### src/rtl/mem_sys_pkg.sv
// rtl/mem_sys_pkg.sv - shared FSM encodings and width defaults for the memory access initiator
package mem_sys_pkg;

    localparam int DEFAULT_DATA_WIDTH = 32;
    localparam int DEFAULT_ADDR_WIDTH = 6;
    localparam int DEFAULT_LEN_WIDTH  = 4;
    localparam int MAX_READ_LATENCY   = 4;

    typedef enum logic [1:0] {
        IDLE     = 2'd0,
        WRITE    = 2'd1,
        RD_ISSUE = 2'd2,
        RD_DRAIN = 2'd3
    } state_t;

endpackage

### src/rtl/mem_access_initiator_if.sv
// rtl/mem_access_initiator_if.sv - request/response and memory-side signal bundle
interface mem_access_initiator_if
    import mem_sys_pkg::*;
#(
    parameter int DATA_WIDTH = DEFAULT_DATA_WIDTH,
    parameter int ADDR_WIDTH = DEFAULT_ADDR_WIDTH,
    parameter int LEN_WIDTH  = DEFAULT_LEN_WIDTH
);
    logic                  Req_Valid_i;
    logic                  Req_Ready_o;
    logic                  Req_Write_i;
    logic [ADDR_WIDTH-1:0] Req_Addr_i;
    logic [DATA_WIDTH-1:0] Req_Data_i;
    logic [LEN_WIDTH-1:0]  Req_Len_i;
    logic                  Rsp_Valid_o;
    logic [DATA_WIDTH-1:0] Rsp_Data_o;
    logic                  Rsp_Last_o;
    logic                  Busy_o;
    logic                  Mem_Write_Enable_o;
    logic [ADDR_WIDTH-1:0] Mem_Address_o;
    logic [DATA_WIDTH-1:0] Mem_Write_Data_o;
    logic [DATA_WIDTH-1:0] Mem_Read_Data_i;

    modport master (
        input  Req_Valid_i, Req_Write_i, Req_Addr_i, Req_Data_i, Req_Len_i, Mem_Read_Data_i,
        output Req_Ready_o, Rsp_Valid_o, Rsp_Data_o, Rsp_Last_o, Busy_o,
               Mem_Write_Enable_o, Mem_Address_o, Mem_Write_Data_o
    );

    modport slave (
        output Req_Valid_i, Req_Write_i, Req_Addr_i, Req_Data_i, Req_Len_i, Mem_Read_Data_i,
        input  Req_Ready_o, Rsp_Valid_o, Rsp_Data_o, Rsp_Last_o, Busy_o,
               Mem_Write_Enable_o, Mem_Address_o, Mem_Write_Data_o
    );

endinterface

### src/rtl/mem_rd_tag_pipe.sv
// rtl/mem_rd_tag_pipe.sv - DEPTH-stage {valid,last} delay line that tracks reads in flight
module mem_rd_tag_pipe #(
    parameter int DEPTH = 1
) (
    input  logic clk,
    input  logic reset,
    input  logic i_valid,
    input  logic i_last,
    output logic o_valid,
    output logic o_last,
    output logic o_busy
);
    logic [DEPTH-1:0] r_valid;
    logic [DEPTH-1:0] r_last;

    always_ff @(posedge clk or posedge reset) begin
        if (reset) begin
            r_valid <= '0;
            r_last  <= '0;
        end else begin
            r_valid[0] <= i_valid;
            r_last[0]  <= i_last;
            for (int i = 1; i < DEPTH; i++) begin
                r_valid[i] <= r_valid[i-1];
                r_last[i]  <= r_last[i-1];
            end
        end
    end

    assign o_valid = r_valid[DEPTH-1];
    assign o_last  = r_last[DEPTH-1];
    assign o_busy  = |{r_valid, r_last};

endmodule

### src/rtl/mem_access_initiator.sv
// rtl/mem_access_initiator.sv - single-word write / burst-read requester for the memory system
// Issues one address per cycle for bursts; the tag pipe marks which returning words are valid/last.
module mem_access_initiator
    import mem_sys_pkg::*;
#(
    parameter int DATA_WIDTH   = DEFAULT_DATA_WIDTH,
    parameter int ADDR_WIDTH   = DEFAULT_ADDR_WIDTH,
    parameter int LEN_WIDTH    = DEFAULT_LEN_WIDTH,
    parameter int READ_LATENCY = 1
) (
    input  logic                   clk,
    input  logic                   reset,
    mem_access_initiator_if.master bus
);
    state_t                r_state;
    state_t                w_next_state;
    logic [ADDR_WIDTH-1:0] r_addr;
    logic [DATA_WIDTH-1:0] r_wdata;
    logic [LEN_WIDTH-1:0]  r_len;
    logic [LEN_WIDTH-1:0]  r_cnt;
    logic [DATA_WIDTH-1:0] r_rsp_data;
    logic                  w_accept;
    logic                  w_issue;
    logic                  w_issue_last;
    logic                  w_tag_valid;
    logic                  w_tag_last;
    logic                  w_tag_busy;

    // Decoded purely from registers so there is no path from Req_Valid_i.
    assign bus.Req_Ready_o = (r_state == IDLE) && !w_tag_busy;
    assign w_accept        = bus.Req_Valid_i && bus.Req_Ready_o;
    assign w_issue         = (r_state == RD_ISSUE);
    assign w_issue_last    = w_issue && (r_cnt == r_len);

    always_ff @(posedge clk or posedge reset) begin
        if (reset) begin
            r_state <= IDLE;
        end else begin
            r_state <= w_next_state;
        end
    end

    always_comb begin
        w_next_state = r_state;
        case (r_state)
            IDLE: begin
                if (w_accept) begin
                    if (bus.Req_Write_i) begin
                        w_next_state = WRITE;
                    end else begin
                        w_next_state = RD_ISSUE;
                    end
                end
            end
            WRITE:    w_next_state = IDLE;
            RD_ISSUE: if (r_cnt == r_len) w_next_state = RD_DRAIN;
            RD_DRAIN: if (w_tag_valid && w_tag_last) w_next_state = IDLE;
            default:  w_next_state = IDLE;
        endcase
    end

    always_ff @(posedge clk or posedge reset) begin
        if (reset) begin
            r_addr  <= '0;
            r_wdata <= '0;
            r_len   <= '0;
            r_cnt   <= '0;
        end else if (w_accept) begin
            r_addr <= bus.Req_Addr_i;
            r_cnt  <= '0;
            if (bus.Req_Write_i) begin
                r_wdata <= bus.Req_Data_i;
            end else begin
                r_len <= bus.Req_Len_i;
            end
        end else if (w_issue && !w_issue_last) begin
            r_addr <= r_addr + ADDR_WIDTH'(1);
            r_cnt  <= r_cnt + LEN_WIDTH'(1);
        end
    end

    // Read words pass straight through on beats; the register only keeps the last one visible.
    always_ff @(posedge clk or posedge reset) begin
        if (reset) begin
            r_rsp_data <= '0;
        end else if (w_tag_valid) begin
            r_rsp_data <= bus.Mem_Read_Data_i;
        end
    end

    mem_rd_tag_pipe #(
        .DEPTH(READ_LATENCY)
    ) u_tag_pipe (
        .clk     (clk),
        .reset   (reset),
        .i_valid (w_issue),
        .i_last  (w_issue_last),
        .o_valid (w_tag_valid),
        .o_last  (w_tag_last),
        .o_busy  (w_tag_busy)
    );

    assign bus.Rsp_Valid_o        = w_tag_valid;
    assign bus.Rsp_Last_o         = w_tag_valid && w_tag_last;
    assign bus.Rsp_Data_o         = w_tag_valid ? bus.Mem_Read_Data_i : r_rsp_data;
    assign bus.Busy_o             = (r_state != IDLE) || w_tag_busy;
    assign bus.Mem_Write_Enable_o = (r_state == WRITE);
    assign bus.Mem_Address_o      = r_addr;
    assign bus.Mem_Write_Data_o   = r_wdata;

endmodule
### src/flat_wrapper.sv
// flat-port wrapper written by rule: the top's interface ports become plain ports
module mem_access_initiator_flat import mem_sys_pkg::*;
#(
    parameter int DATA_WIDTH   = DEFAULT_DATA_WIDTH,
    parameter int ADDR_WIDTH   = DEFAULT_ADDR_WIDTH,
    parameter int LEN_WIDTH    = DEFAULT_LEN_WIDTH,
    parameter int READ_LATENCY = 1
)
  (clk, reset, bus_Req_Valid_i, bus_Req_Write_i, bus_Req_Addr_i, bus_Req_Data_i, bus_Req_Len_i, bus_Mem_Read_Data_i, bus_Req_Ready_o, bus_Rsp_Valid_o, bus_Rsp_Data_o, bus_Rsp_Last_o, bus_Busy_o, bus_Mem_Write_Enable_o, bus_Mem_Address_o, bus_Mem_Write_Data_o);
  mem_access_initiator_if #(.DATA_WIDTH(DATA_WIDTH), .ADDR_WIDTH(ADDR_WIDTH), .LEN_WIDTH(LEN_WIDTH)) bus_i ();
  input  logic clk;
  input  logic reset;
  input wire logic [$bits(bus_i.Req_Valid_i)-1:0] bus_Req_Valid_i;
  input wire logic [$bits(bus_i.Req_Write_i)-1:0] bus_Req_Write_i;
  input wire logic [$bits(bus_i.Req_Addr_i)-1:0] bus_Req_Addr_i;
  input wire logic [$bits(bus_i.Req_Data_i)-1:0] bus_Req_Data_i;
  input wire logic [$bits(bus_i.Req_Len_i)-1:0] bus_Req_Len_i;
  input wire logic [$bits(bus_i.Mem_Read_Data_i)-1:0] bus_Mem_Read_Data_i;
  output wire logic [$bits(bus_i.Req_Ready_o)-1:0] bus_Req_Ready_o;
  output wire logic [$bits(bus_i.Rsp_Valid_o)-1:0] bus_Rsp_Valid_o;
  output wire logic [$bits(bus_i.Rsp_Data_o)-1:0] bus_Rsp_Data_o;
  output wire logic [$bits(bus_i.Rsp_Last_o)-1:0] bus_Rsp_Last_o;
  output wire logic [$bits(bus_i.Busy_o)-1:0] bus_Busy_o;
  output wire logic [$bits(bus_i.Mem_Write_Enable_o)-1:0] bus_Mem_Write_Enable_o;
  output wire logic [$bits(bus_i.Mem_Address_o)-1:0] bus_Mem_Address_o;
  output wire logic [$bits(bus_i.Mem_Write_Data_o)-1:0] bus_Mem_Write_Data_o;
  assign bus_i.Req_Valid_i = bus_Req_Valid_i;
  assign bus_i.Req_Write_i = bus_Req_Write_i;
  assign bus_i.Req_Addr_i = bus_Req_Addr_i;
  assign bus_i.Req_Data_i = bus_Req_Data_i;
  assign bus_i.Req_Len_i = bus_Req_Len_i;
  assign bus_i.Mem_Read_Data_i = bus_Mem_Read_Data_i;
  assign bus_Req_Ready_o = bus_i.Req_Ready_o;
  assign bus_Rsp_Valid_o = bus_i.Rsp_Valid_o;
  assign bus_Rsp_Data_o = bus_i.Rsp_Data_o;
  assign bus_Rsp_Last_o = bus_i.Rsp_Last_o;
  assign bus_Busy_o = bus_i.Busy_o;
  assign bus_Mem_Write_Enable_o = bus_i.Mem_Write_Enable_o;
  assign bus_Mem_Address_o = bus_i.Mem_Address_o;
  assign bus_Mem_Write_Data_o = bus_i.Mem_Write_Data_o;
  mem_access_initiator #(.DATA_WIDTH(DATA_WIDTH), .ADDR_WIDTH(ADDR_WIDTH), .LEN_WIDTH(LEN_WIDTH), .READ_LATENCY(READ_LATENCY)) u_core (.clk(clk), .reset(reset), .bus(bus_i));
endmodule
### config.mk
export PLATFORM = sky130hd
export DESIGN_NAME = mem_access_initiator_flat
export DESIGN_NICKNAME = d
export VERILOG_FILES = /design/src/rtl/mem_sys_pkg.sv /design/src/rtl/mem_access_initiator_if.sv /design/src/rtl/mem_rd_tag_pipe.sv /design/src/rtl/mem_access_initiator.sv /design/src/flat_wrapper.sv
export SDC_FILE = /design/constraint.sdc
export NUM_CORES = 1
export LEC_CHECK = 0
export CAP_MARGIN = 5
export CORE_MARGIN = 2
export CORE_UTILIZATION = 30
export DETAILED_ROUTE_END_ITERATION = 8
export HOLD_SLACK_MARGIN = 0.06
export MAX_ROUTING_LAYER = met4
export PLACE_DENSITY = 0.62
export REMOVE_ABC_BUFFERS = 1
export SETUP_SLACK_MARGIN = 0.1
export SYNTH_ARGS = -nofsm -noshare
export SYNTH_HDL_FRONTEND = slang
export SYNTH_SLANG_ARGS = --single-unit
export TNS_END_PERCENT = 5
### constraint.sdc
create_clock -name clk -period 8.6 [get_ports clk]
set_input_delay 2.15 -clock clk [delete_from_list [all_inputs] [get_ports clk]]
set_output_delay 2.15 -clock clk [all_outputs]
set_load 0.02 [all_outputs]
* After elaboration in Yosys (flattened, before gate mapping)
Index checks and enable logic that the tools add are counted.
** Word-level totals
- Register bits after elaboration :: 82
- Output and inout bits :: 75
** Operators by class
- $add $sub $neg :: 2
- Eq/ne operators :: 7
- Multiplexer cells :: 10
- Bitwise operators :: 1
- Reductions and logical operators :: 15
** Operators with widths (number)
- 32-bit two-way mux :: 1
- 6-bit two-way mux :: 2
- 2-bit two-way mux :: 4
- 4-bit two-way mux :: 2
- 2-bit case mux with 4 select lines :: 1
- 6-bit by 1-bit adder with 6-bit output, second input constant :: 1
- 1-bit logical AND :: 5
- 4-bit by 1-bit adder with 4-bit output, second input constant :: 1
- 2-bit equality test, second input constant :: 2
- 4-bit equality test :: 1
- 2-bit by 1-bit inequality test with 1-bit output, second input constant :: 2
- 2-bit AND reduction :: 2
- 2-bit nonzero test :: 2
- 3-bit AND reduction :: 1
- 2-bit by 1-bit equality test with 1-bit output, second input constant :: 1
- 1-bit zero test :: 2
- 2-bit zero test :: 1
- 2-bit inequality test, second input constant :: 1
- 2-bit OR reduction :: 1
- 1-bit logical OR :: 1
- 1-bit inverter :: 1

* Logic depth before layout (Yosys ltp)
Gate-level depths: netlist (run 1).
- Word-level depth :: 6
- Gate-level depth with buffers :: 7
- Mapped depth without buffers :: 4

* Cells and area by module
A second synthesis (run 1) with hierarchy kept.
** Second synthesis, totals
- Cell total of the unflattened synthesis :: 225
- Area total of the unflattened synthesis :: 3430.8 um^2
** Modules (own cells, without submodules)
- mem_access_initiator :: times used 1, cells an instance 221, area an instance 3370.7 um^2, sequential area each 2001.9 um^2
- mem_rd_tag_pipe :: times used 1, cells an instance 4, area an instance 60.1 um^2, sequential area each 50.0 um^2

* Least setup slack after synthesis (run 1)
No wires, ideal clock.
- Path kind :: input -> output
- From :: input bus_Mem_Read_Data_i[0]
- To :: output bus_Rsp_Data_o[0]
- Data arrival time :: 2.461 ns
- Required time :: 6.450 ns
- Path slack :: 3.989 ns
- Cell stages on the path :: 1
- Path buffers :: 0
- Cells stage by stage :: mux2_2
** Between the ends
- Cells in the longest elaborated chain, start to end :: 1
** Ends and longest elaborated chain
- start, declared :: RTL line flat_wrapper.sv:18 : input wire logic [$bits(bus_i.Mem_Read_Data_i)-1:0] bus_Mem_Read_Data_i;
- 32-bit two-way mux :: RTL line mem_access_initiator.sv:105 : assign bus.Rsp_Data_o = w_tag_valid ? bus.Mem_Read_Data_i : r_rsp_data;
- end, declared :: RTL line flat_wrapper.sv:21 : output wire logic [$bits(bus_i.Rsp_Data_o)-1:0] bus_Rsp_Data_o;
Every way passes these cells.

* Final worst setup path (run 1)
- From :: input bus_Mem_Read_Data_i[21]
- To :: output bus_Rsp_Data_o[21]
The elaborated chain is that of the path after synthesis.

==> impl_metrics.prom, run 1 <==
# TYPE chip_impl_metric gauge
chip_impl_metric{name="dp_slack",unit="ns"} 3.053
chip_impl_metric{name="antenna_violations_before_repair",unit=""} 0
chip_impl_metric{name="start_util",unit="%"} 31.10
chip_impl_metric{name="reg2regPathDepth",unit=""} 4
chip_impl_metric{name="placeableCoreArea",unit="µm²"} 10940
chip_impl_metric{name="syn_inst",unit=""} 221
chip_impl_metric{name="cts_inserted_buffers",unit=""} 9
chip_impl_metric{name="cts_buffer_depth",unit=""} 2
chip_impl_metric{name="grt_pass1_wl",unit="µm"} 13420
chip_impl_metric{name="ir_worst_vdd",unit="V"} 0.00008431
chip_impl_metric{name="post_dp_cell_area",unit="µm²"} 5041
chip_impl_metric{name="routed_wire_length_per_instance",unit="µm"} 15.28
chip_impl_metric{name="route.antenna.remaining_nets",unit=""} 0
chip_impl_metric{name="synth_area_per_cell",unit="µm²"} 15.39
chip_impl_metric{name="cpPeakStageDelay",unit="ns"} 0.55
chip_impl_metric{name="hold_vio_cnt_final",unit=""} 0
chip_impl_metric{name="drtIter0Drc",unit=""} 41
chip_impl_metric{name="grt_max_degree",unit=""} 83
chip_impl_info{name="postSynth.topFlopCell",value="sky130_fd_sc_hd__dfrtp_1"} 1
chip_impl_metric{name="synth_top_cell_area_share",unit="%"} 60.34
chip_impl_metric{name="io_pins",unit=""} 153
chip_impl_metric{name="gpl.final_weighted_congestion",unit=""} 0.7090
chip_impl_info{name="post_synth_most_frequent_cells",value="sky130_fd_sc_hd__dfrtp_1 (82), sky130_fd_sc_hd__mux2_2 (39), sky130_fd_sc_hd__mux2_4 (29)"} 1
chip_impl_metric{name="worst_slew_margin_rel",unit="%"} 23.31
chip_impl_metric{name="synth_seq_cells",unit=""} 82
chip_impl_info{name="ctsRootBufferMaster",value="sky130_fd_sc_hd__clkbuf_16"} 1
chip_impl_metric{name="routed_wl",unit="µm"} 7960
chip_impl_info{name="timing.critical_path.slowest_stage_cell",value="sky130_fd_sc_hd__clkdlybuf4s50_1"} 1
chip_impl_metric{name="insertion_delay_to_the_later_sink_of_the_worst_skew_pair",unit="ns"} 0.33
chip_impl_metric{name="number_of_synthesized_flops_with_an_enable_pin",unit=""} 0
chip_impl_metric{name="multi_input_gate_area_in_the_final_layout",unit="µm²"} 1261
chip_impl_metric{name="groute.usage.overall",unit="%"} 14.01
chip_impl_metric{name="synth_sequential_area_ratio",unit="%"} 60.34
chip_impl_info{name="path_delay_family",value="buffers and inverters"} 1
chip_impl_metric{name="internal_power",unit="mW"} 0.6434
chip_impl_metric{name="setup_slack",unit="ns"} 3.057
chip_impl_info{name="min_path_type",value="reg2reg"} 1
chip_impl_metric{name="placementRows",unit=""} 38
chip_impl_info{name="outcome",value="complete, no violations"} 1
chip_impl_metric{name="setup_skew_after_layout",unit="ns"} 0.006854
chip_impl_metric{name="switching_power",unit="mW"} 0.1705
chip_impl_metric{name="stdcell_area",unit="µm²"} 5343
chip_impl_metric{name="clk_pin_slew",unit="ns"} 0.07
chip_impl_info{name="synth.largest_area_cell",value="sky130_fd_sc_hd__dfrtp_1"} 1
chip_impl_metric{name="ctsResizeCount",unit=""} 0
chip_impl_metric{name="setup_viol",unit=""} 0
chip_impl_metric{name="first_pass_iters",unit=""} 4
chip_impl_metric{name="yosysWarnings",unit=""} 0
chip_impl_info{name="timing.critical_path.cells",value="clkdlybuf4s50_1 > mux2_2 > clkdlybuf4s50_1"} 1
chip_impl_metric{name="via_count",unit=""} 2338
chip_impl_metric{name="critPathArrivalTime",unit="ns"} 3.39
chip_impl_info{name="synth.most_common_cell",value="sky130_fd_sc_hd__dfrtp_1"} 1
chip_impl_metric{name="period_needed",unit="ns"} 5.543
chip_impl_info{name="cp-start-kind",value="primary input"} 1
chip_impl_metric{name="power_density",unit="nW/µm²"} 152.3
chip_impl_metric{name="slew_violations",unit=""} 0
chip_impl_info{name="path_common_cell",value="sky130_fd_sc_hd__clkdlybuf4s50_1"} 1
chip_impl_metric{name="dieHeight",unit="µm"} 110.5
chip_impl_metric{name="seq_power_share",unit="%"} 47.4
chip_impl_metric{name="globalRouteOverflowTotal",unit=""} 0
chip_impl_metric{name="path_max_fanout",unit=""} 2
chip_impl_metric{name="num_antenna_cells",unit=""} 0
chip_impl_metric{name="final.fill_count",unit=""} 1008
chip_impl_metric{name="power.share.clock",unit="%"} 47.3
chip_impl_metric{name="hpwl",unit="µm"} 5672
chip_impl_metric{name="combinational_share_of_power",unit="%"} 5.3
chip_impl_metric{name="synth_async_sr_flop_share",unit="%"} 100.0
chip_impl_metric{name="post_synth_num_cell_types",unit=""} 32
chip_impl_metric{name="cts_sinks",unit=""} 82
chip_impl_metric{name="dieWidth",unit="µm"} 110.5
chip_impl_info{name="timing_worst_setup_path_type",value="in2out"} 1
chip_impl_metric{name="syn_to_final_growth",unit="%"} 57.10
chip_impl_metric{name="remaining_drc_errors",unit=""} 0
chip_impl_metric{name="p_leak",unit="nW"} 2.446
chip_impl_metric{name="port-buffer-count",unit=""} 152
chip_impl_metric{name="crit_buf_inv",unit=""} 2
chip_impl_metric{name="post_drt_via_cell_ratio",unit=""} 4.488
chip_impl_metric{name="maxClockFrequency",unit="GHz"} 0.1804
chip_impl_metric{name="synth.cell_area",unit="µm²"} 3401
chip_impl_metric{name="timing.max_cap.violations",unit=""} 0
chip_impl_metric{name="layout.nets",unit=""} 456
chip_impl_metric{name="cts_setup_buffers",unit=""} 0
chip_impl_metric{name="timing.final.crit_share",unit="%"} 64.46
chip_impl_metric{name="max_slew.worst_pin.slew",unit="ns"} 1.138
chip_impl_metric{name="regArea",unit="µm²"} 2052
chip_impl_metric{name="die_area",unit="µm²"} 12200
chip_impl_metric{name="setup_total_neg_slack",unit="ns"} 0
chip_impl_metric{name="post_cts_hold_buffer_count",unit=""} 0
chip_impl_metric{name="via_count_of_the_first_global_routing_pass",unit=""} 2537
chip_impl_metric{name="holdPathStages",unit=""} 1
chip_impl_metric{name="htree_levels",unit=""} 3
chip_impl_info{name="ys_top_cells_by_area",value="sky130_fd_sc_hd__dfrtp_1 (60%), sky130_fd_sc_hd__mux2_2 (13%), sky130_fd_sc_hd__mux2_4 (13%), sky130_fd_sc_hd__buf_6 (1.3%), sky130_fd_sc_hd__xor2_1 (1.0%)"} 1
chip_impl_info{name="rsz_0062_raised_after_global_routing",value="false"} 1
chip_impl_info{name="cts_tree",value="done"} 1
chip_impl_metric{name="cp_num_cells",unit=""} 3
chip_impl_metric{name="final_layout_size_suffix_gt1_share",unit="%"} 23.62
chip_impl_metric{name="hold_slack",unit="ns"} 0.4951
chip_impl_metric{name="power.switching_fraction",unit="%"} 20.94
chip_impl_info{name="cp-end-kind",value="primary output"} 1
chip_impl_metric{name="required",unit="ns"} 6.45
==> through the flow <==
step	cells	utilization (%)	power, mW
final	521	48.86	0.8139
after global routing	521	48.86	0.8524
after CTS	521	48.86	0.8281
after detailed placement	505	46.10	0.4370
after global placement	505	46.10	0.4364
after floorplan	211	-	0.3991
==> final cells by class <==
type                    count  area share, %
multi-input cells         125          23.61
repair buffers            154          28.76
clock buffers               9          4.215
well taps                 140          3.279
clock inverters             7          1.429
inverters                   4         0.3044
flip-flops and latches     82          38.41
==> power groups by stage <==
stage / Sequential, mW / Combinational, mW / Clock (mW)
6_report: 0.386 / 0.0433 / 0.385
5_1_grt: 0.385 / 0.0474 / 0.420
4_1_cts: 0.386 / 0.0442 / 0.398
3_5_place_dp: 0.393 / 0.0441 / 0
3_3_place_gp: 0.393 / 0.0435 / 0
2_1_floorplan: 0.393 / 0.00616 / 0
==> cells by family after synthesis <==
group,share of synthesized area (%)
xor gates and xnor gates,1.288
muxes,25.72
DFF,60.34
buffers and inverters,2.575
and+or+nand+nor,5.188
adders and majority gates,0.7357
AOI/OAI and AO/OA,4.158
==> per-layer routing <==
metal / up-vias / GRT usage (%) / share of wire (%)
li1: 1090 / - / -
met1: 1131 / 18.46 / 47
met2: 108 / 20.37 / 45
met3: 9 / 4.610 / 7.1
met4: 0 / 4.750 / 1.3
met5: - / - / 0
==> cell usage in the layout, fill, tap and decap left out, types with 3 or more instances in the layout <==
cell / n
sky130_fd_sc_hd__nor2b_1: 3
sky130_fd_sc_hd__mux2_4: 29
sky130_fd_sc_hd__mux2_2: 39
sky130_fd_sc_hd__inv_1: 3
sky130_fd_sc_hd__o31ai_1: 3
sky130_fd_sc_hd__nor2_1: 6
sky130_fd_sc_hd__clkdlybuf4s50_1: 152
sky130_fd_sc_hd__nand2_1: 9
sky130_fd_sc_hd__clkbuf_16: 9
sky130_fd_sc_hd__o211ai_1: 3
sky130_fd_sc_hd__o21ai_0: 3
sky130_fd_sc_hd__xor2_1: 4
sky130_fd_sc_hd__or4_1: 3
sky130_fd_sc_hd__nand3_1: 4
sky130_fd_sc_hd__dfrtp_1: 82
==> worst reg2reg max path: cells and delay by family (launching register included) <==
| family | cells | cell delay [ns] |
|---|---|---|
| DFF | 1 | 0.46 |
| and+or+nand+nor | 3 | 1.17 |
| muxes | 1 | 0.47 |
==> state kept, by name (all words and copies together) (netlist names) <==
signal                       flops
u_core.bus.Mem_Address_o         6
u_core.bus.Mem_Write_Data_o     32
u_core.r_cnt                     4
u_core.r_len                     4
u_core.r_rsp_data               32
u_core.r_state                   2
u_core.u_tag_pipe.o_last         1
u_core.u_tag_pipe.o_valid        1
==> worst paths after layout <==
| kind | from | endpoint | slack [ns] |
|---|---|---|---|
| worst max-delay path | bus_Mem_Read_Data_i[21] | bus_Rsp_Data_o[21] | 3.06 |
| worst min-delay path | u_core.r_rsp_data[28] | u_core.r_rsp_data[28] | 0.50 |
| worst max register to register | u_core.u_tag_pipe.o_valid | u_core.bus.Mem_Write_Data_o[4] | 6.39 |
| worst min register to register | u_core.r_rsp_data[28] | u_core.r_rsp_data[28] | 0.50 |
| max in group asynchronous | reset | u_core.bus.Mem_Write_Data_o[15] | 5.46 |
| min in group asynchronous | reset | u_core.r_rsp_data[29] | 2.47 |
Power figures use the tool's default switching activity.
==> run 2: changes to the inputs <==
Settings changed: PLACE_DENSITY 0.62 to 0.64.
Clock period 8.6 ns to 4.5 ns, I/O delays scaled along.
==> run 2 against run 1 <==
Cell count increased by 0.38%. Sequential share of layout area increased by 0.099 points. Hold slack about the same. Core utilization is 0.13 points lower. Global-route usage is 0.77 points lower. Combinational power grew 93%. Clock power increased by 72%. Setup slack worse by 2.1 ns. First-iteration DRC count increased by 44%. Critical path type is now reg2out. Largest cell class unchanged. Largest power group unchanged.
==> impl_metrics.prom, run 2 (synthesized netlist as in run 1, its figures left out) <==
# TYPE chip_impl_metric gauge
chip_impl_metric{name="route.antenna.remaining_nets",unit=""} 0
chip_impl_metric{name="max_slew.worst_pin.slew",unit="ns"} 1.127
chip_impl_metric{name="timing.final.crit_share",unit="%"} 79.84
chip_impl_info{name="timing.critical_path.cells",value="buf_4 > mux2_2 > clkdlybuf4s50_1"} 1
chip_impl_info{name="maxUsedRoutingLayer",value="met4"} 1
chip_impl_metric{name="wl_met2",unit="µm"} 3470
chip_impl_metric{name="post_cts_hold_buffer_count",unit=""} 0
chip_impl_metric{name="stdcell_count",unit=""} 523
chip_impl_info{name="timing_worst_setup_path_type",value="reg2out"} 1
chip_impl_metric{name="met1Wirelength",unit="µm"} 3612
chip_impl_metric{name="crit_buf_inv",unit=""} 2
chip_impl_metric{name="groute.usage.overall",unit="%"} 13.24
chip_impl_metric{name="hpwl",unit="µm"} 5570
chip_impl_metric{name="dieWidth",unit="µm"} 110.5
chip_impl_metric{name="placementRows",unit=""} 38
chip_impl_metric{name="setup_skew_after_layout",unit="ns"} 0.008268
chip_impl_info{name="rsz_0062_raised_after_global_routing",value="false"} 1
chip_impl_metric{name="dr_wl_met3",unit="µm"} 566
chip_impl_metric{name="path_max_fanout",unit=""} 23
chip_impl_metric{name="via_count",unit=""} 2349
chip_impl_info{name="outcome",value="complete, no violations"} 1
chip_impl_metric{name="gpl.final_weighted_congestion",unit=""} 0.7306
chip_impl_metric{name="drtIter0Drc",unit=""} 59
chip_impl_metric{name="placeableCoreArea",unit="µm²"} 10940
chip_impl_metric{name="via_count_of_the_first_global_routing_pass",unit=""} 2542
chip_impl_metric{name="io_pins",unit=""} 153
chip_impl_metric{name="globalRouteOverflowTotal",unit=""} 0
chip_impl_metric{name="routed_wl",unit="µm"} 7720
chip_impl_metric{name="dieHeight",unit="µm"} 110.5
chip_impl_metric{name="cts_buffer_depth",unit=""} 2
chip_impl_info{name="mostFrequentLayoutCell",value="sky130_fd_sc_hd__clkdlybuf4s50_1"} 1
chip_impl_metric{name="grt_max_degree",unit=""} 43
chip_impl_metric{name="setup_total_neg_slack",unit="ns"} 0
chip_impl_info{name="path_delay_family",value="flip-flops"} 1
chip_impl_metric{name="insertion_delay_to_the_later_sink_of_the_worst_skew_pair",unit="ns"} 0.32
chip_impl_info{name="cts_tree",value="done"} 1
chip_impl_metric{name="die_area",unit="µm²"} 12200
chip_impl_metric{name="htree_levels",unit=""} 3
chip_impl_metric{name="ctsResizeCount",unit=""} 0
chip_impl_info{name="timing.critical_path.slowest_stage_cell",value="sky130_fd_sc_hd__dfrtp_1"} 1
chip_impl_metric{name="syn_to_final_growth",unit="%"} 56.70
chip_impl_metric{name="power_density",unit="nW/µm²"} 278.5
chip_impl_metric{name="ir_worst_vdd",unit="V"} 0.0001987
chip_impl_metric{name="routed_wire_length_per_instance",unit="µm"} 14.76
chip_impl_info{name="layout.cells.most_common_list",value="sky130_fd_sc_hd__clkdlybuf4s50_1 (152), sky130_fd_sc_hd__dfrtp_1 (82), sky130_fd_sc_hd__mux2_2 (39), sky130_fd_sc_hd__mux2_4 (29)"} 1
chip_impl_metric{name="worst_slew_margin_rel",unit="%"} 24.08
chip_impl_metric{name="post_drt_via_cell_ratio",unit=""} 4.491
chip_impl_metric{name="p_leak",unit="nW"} 2.445
chip_impl_metric{name="setup_viol",unit=""} 0
chip_impl_metric{name="antenna_violations_before_repair",unit=""} 0
chip_impl_metric{name="grt_pass1_wl",unit="µm"} 12810
chip_impl_metric{name="clk_pin_slew",unit="ns"} 0.06
chip_impl_metric{name="first_pass_iters",unit=""} 4
chip_impl_metric{name="overall_power_after_layout",unit="mW"} 1.484
chip_impl_metric{name="cts_sinks",unit=""} 82
chip_impl_info{name="cp-start-kind",value="register"} 1
chip_impl_metric{name="cpPeakStageDelay",unit="ns"} 0.92
chip_impl_metric{name="remaining_drc_errors",unit=""} 0
chip_impl_metric{name="cts_setup_buffers",unit=""} 0
chip_impl_metric{name="period_needed",unit="ns"} 3.593
chip_impl_metric{name="dpl_cells",unit=""} 507
chip_impl_metric{name="cts_inserted_buffers",unit=""} 9
chip_impl_info{name="min_path_type",value="reg2reg"} 1
chip_impl_metric{name="critPathArrivalTime",unit="ns"} 2.47
chip_impl_metric{name="hold_slack",unit="ns"} 0.4955
chip_impl_info{name="ctsRootBufferMaster",value="sky130_fd_sc_hd__clkbuf_16"} 1
chip_impl_info{name="cp-end-kind",value="primary output"} 1
chip_impl_metric{name="start_util",unit="%"} 31.10
chip_impl_metric{name="layout.nets",unit=""} 458
chip_impl_metric{name="num_antenna_cells",unit=""} 0
chip_impl_metric{name="final_layout_size_suffix_gt1_share",unit="%"} 23.76
chip_impl_metric{name="slew_violations",unit=""} 0
chip_impl_metric{name="port-buffer-count",unit=""} 152
chip_impl_metric{name="hold_vio_cnt_final",unit=""} 0
chip_impl_metric{name="required",unit="ns"} 3.38
chip_impl_metric{name="maxClockFrequency",unit="GHz"} 0.2783
chip_impl_metric{name="timing.max_cap.violations",unit=""} 0
==> run 2: cell types whose count changed in the layout (fill, tap and decap cells not counted) <==
cell,previous run,this run
sky130_fd_sc_hd__buf_4,2,4
sky130_fd_sc_hd__bufinv_16,1,0
sky130_fd_sc_hd__clkbuf_8,0,1
sky130_fd_sc_hd__inv_6,2,0
sky130_fd_sc_hd__clkinv_4,1,0
sky130_fd_sc_hd__clkinv_2,2,4
sky130_fd_sc_hd__clkbuf_1,0,1
==> run 2: routing by layer <==
layer | track usage, % | vias up
li1 | - | 1095
met1 | 17.41 | 1137
met2 | 19.75 | 107
met3 | 4.720 | 10
met4 | 3.000 | 0
met5 | - | -
==> run 2: path summary, 6_finish.rpt <==
check,start,to,slack [ns],cells after the start
max reg2reg,u_core.u_tag_pipe.o_valid,u_core.bus.Mem_Write_Data_o[9],1.74,5
min reg2reg,u_core.r_rsp_data[23],u_core.r_rsp_data[23],0.50,1
max,u_core.u_tag_pipe.o_valid,bus_Rsp_Data_o[11],0.91,3
max in group asynchronous,reset,u_core.r_rsp_data[7],2.39,3
min in group asynchronous,reset,u_core.r_rsp_data[1],1.22,2
min,u_core.r_rsp_data[23],u_core.r_rsp_data[23],0.50,1
==> run 2: cell type report <==
cell class / instances / area, µm²
multi-input cells: 125 / 1261
clock buffers: 11 / 242.7
well taps: 140 / 175.2
repair buffers: 156 / 1551
flip-flops and latches: 82 / 2052
clock inverters: 5 / 30.03
inverters: 4 / 16.27
fillers: 1003 / 5607
==> run 2: where the power goes <==
group | total (mW) | internal [mW] | switching (mW)
registers | 0.737 | 0.737 | 0
logic | 0.0836 | 0.0598 | 0.0238
clock network | 0.663 | 0.386 | 0.277
total | 1.48 | 1.18 | 0.301
==> run 2: through the flow <==
step	utilization, %	setup slack [ns]	area (µm²)
global route	48.73	0.7235	5329
floorplan	-	1.267	3328
detailed placement	46.24	1.017	5056
CTS	48.73	0.8445	5329
global placement	46.24	0.9971	5056
finish	48.73	0.9072	5329
==> run 2: worst register-to-register path, stage by stage (launching register included) <==
cell and delay (ns):
sky130_fd_sc_hd__dfrtp_1 0.70, sky130_fd_sc_hd__buf_4 0.33, sky130_fd_sc_hd__nor4_4 0.35, sky130_fd_sc_hd__and2_1 0.40
sky130_fd_sc_hd__nand2_4 0.40, sky130_fd_sc_hd__mux2_4 0.46
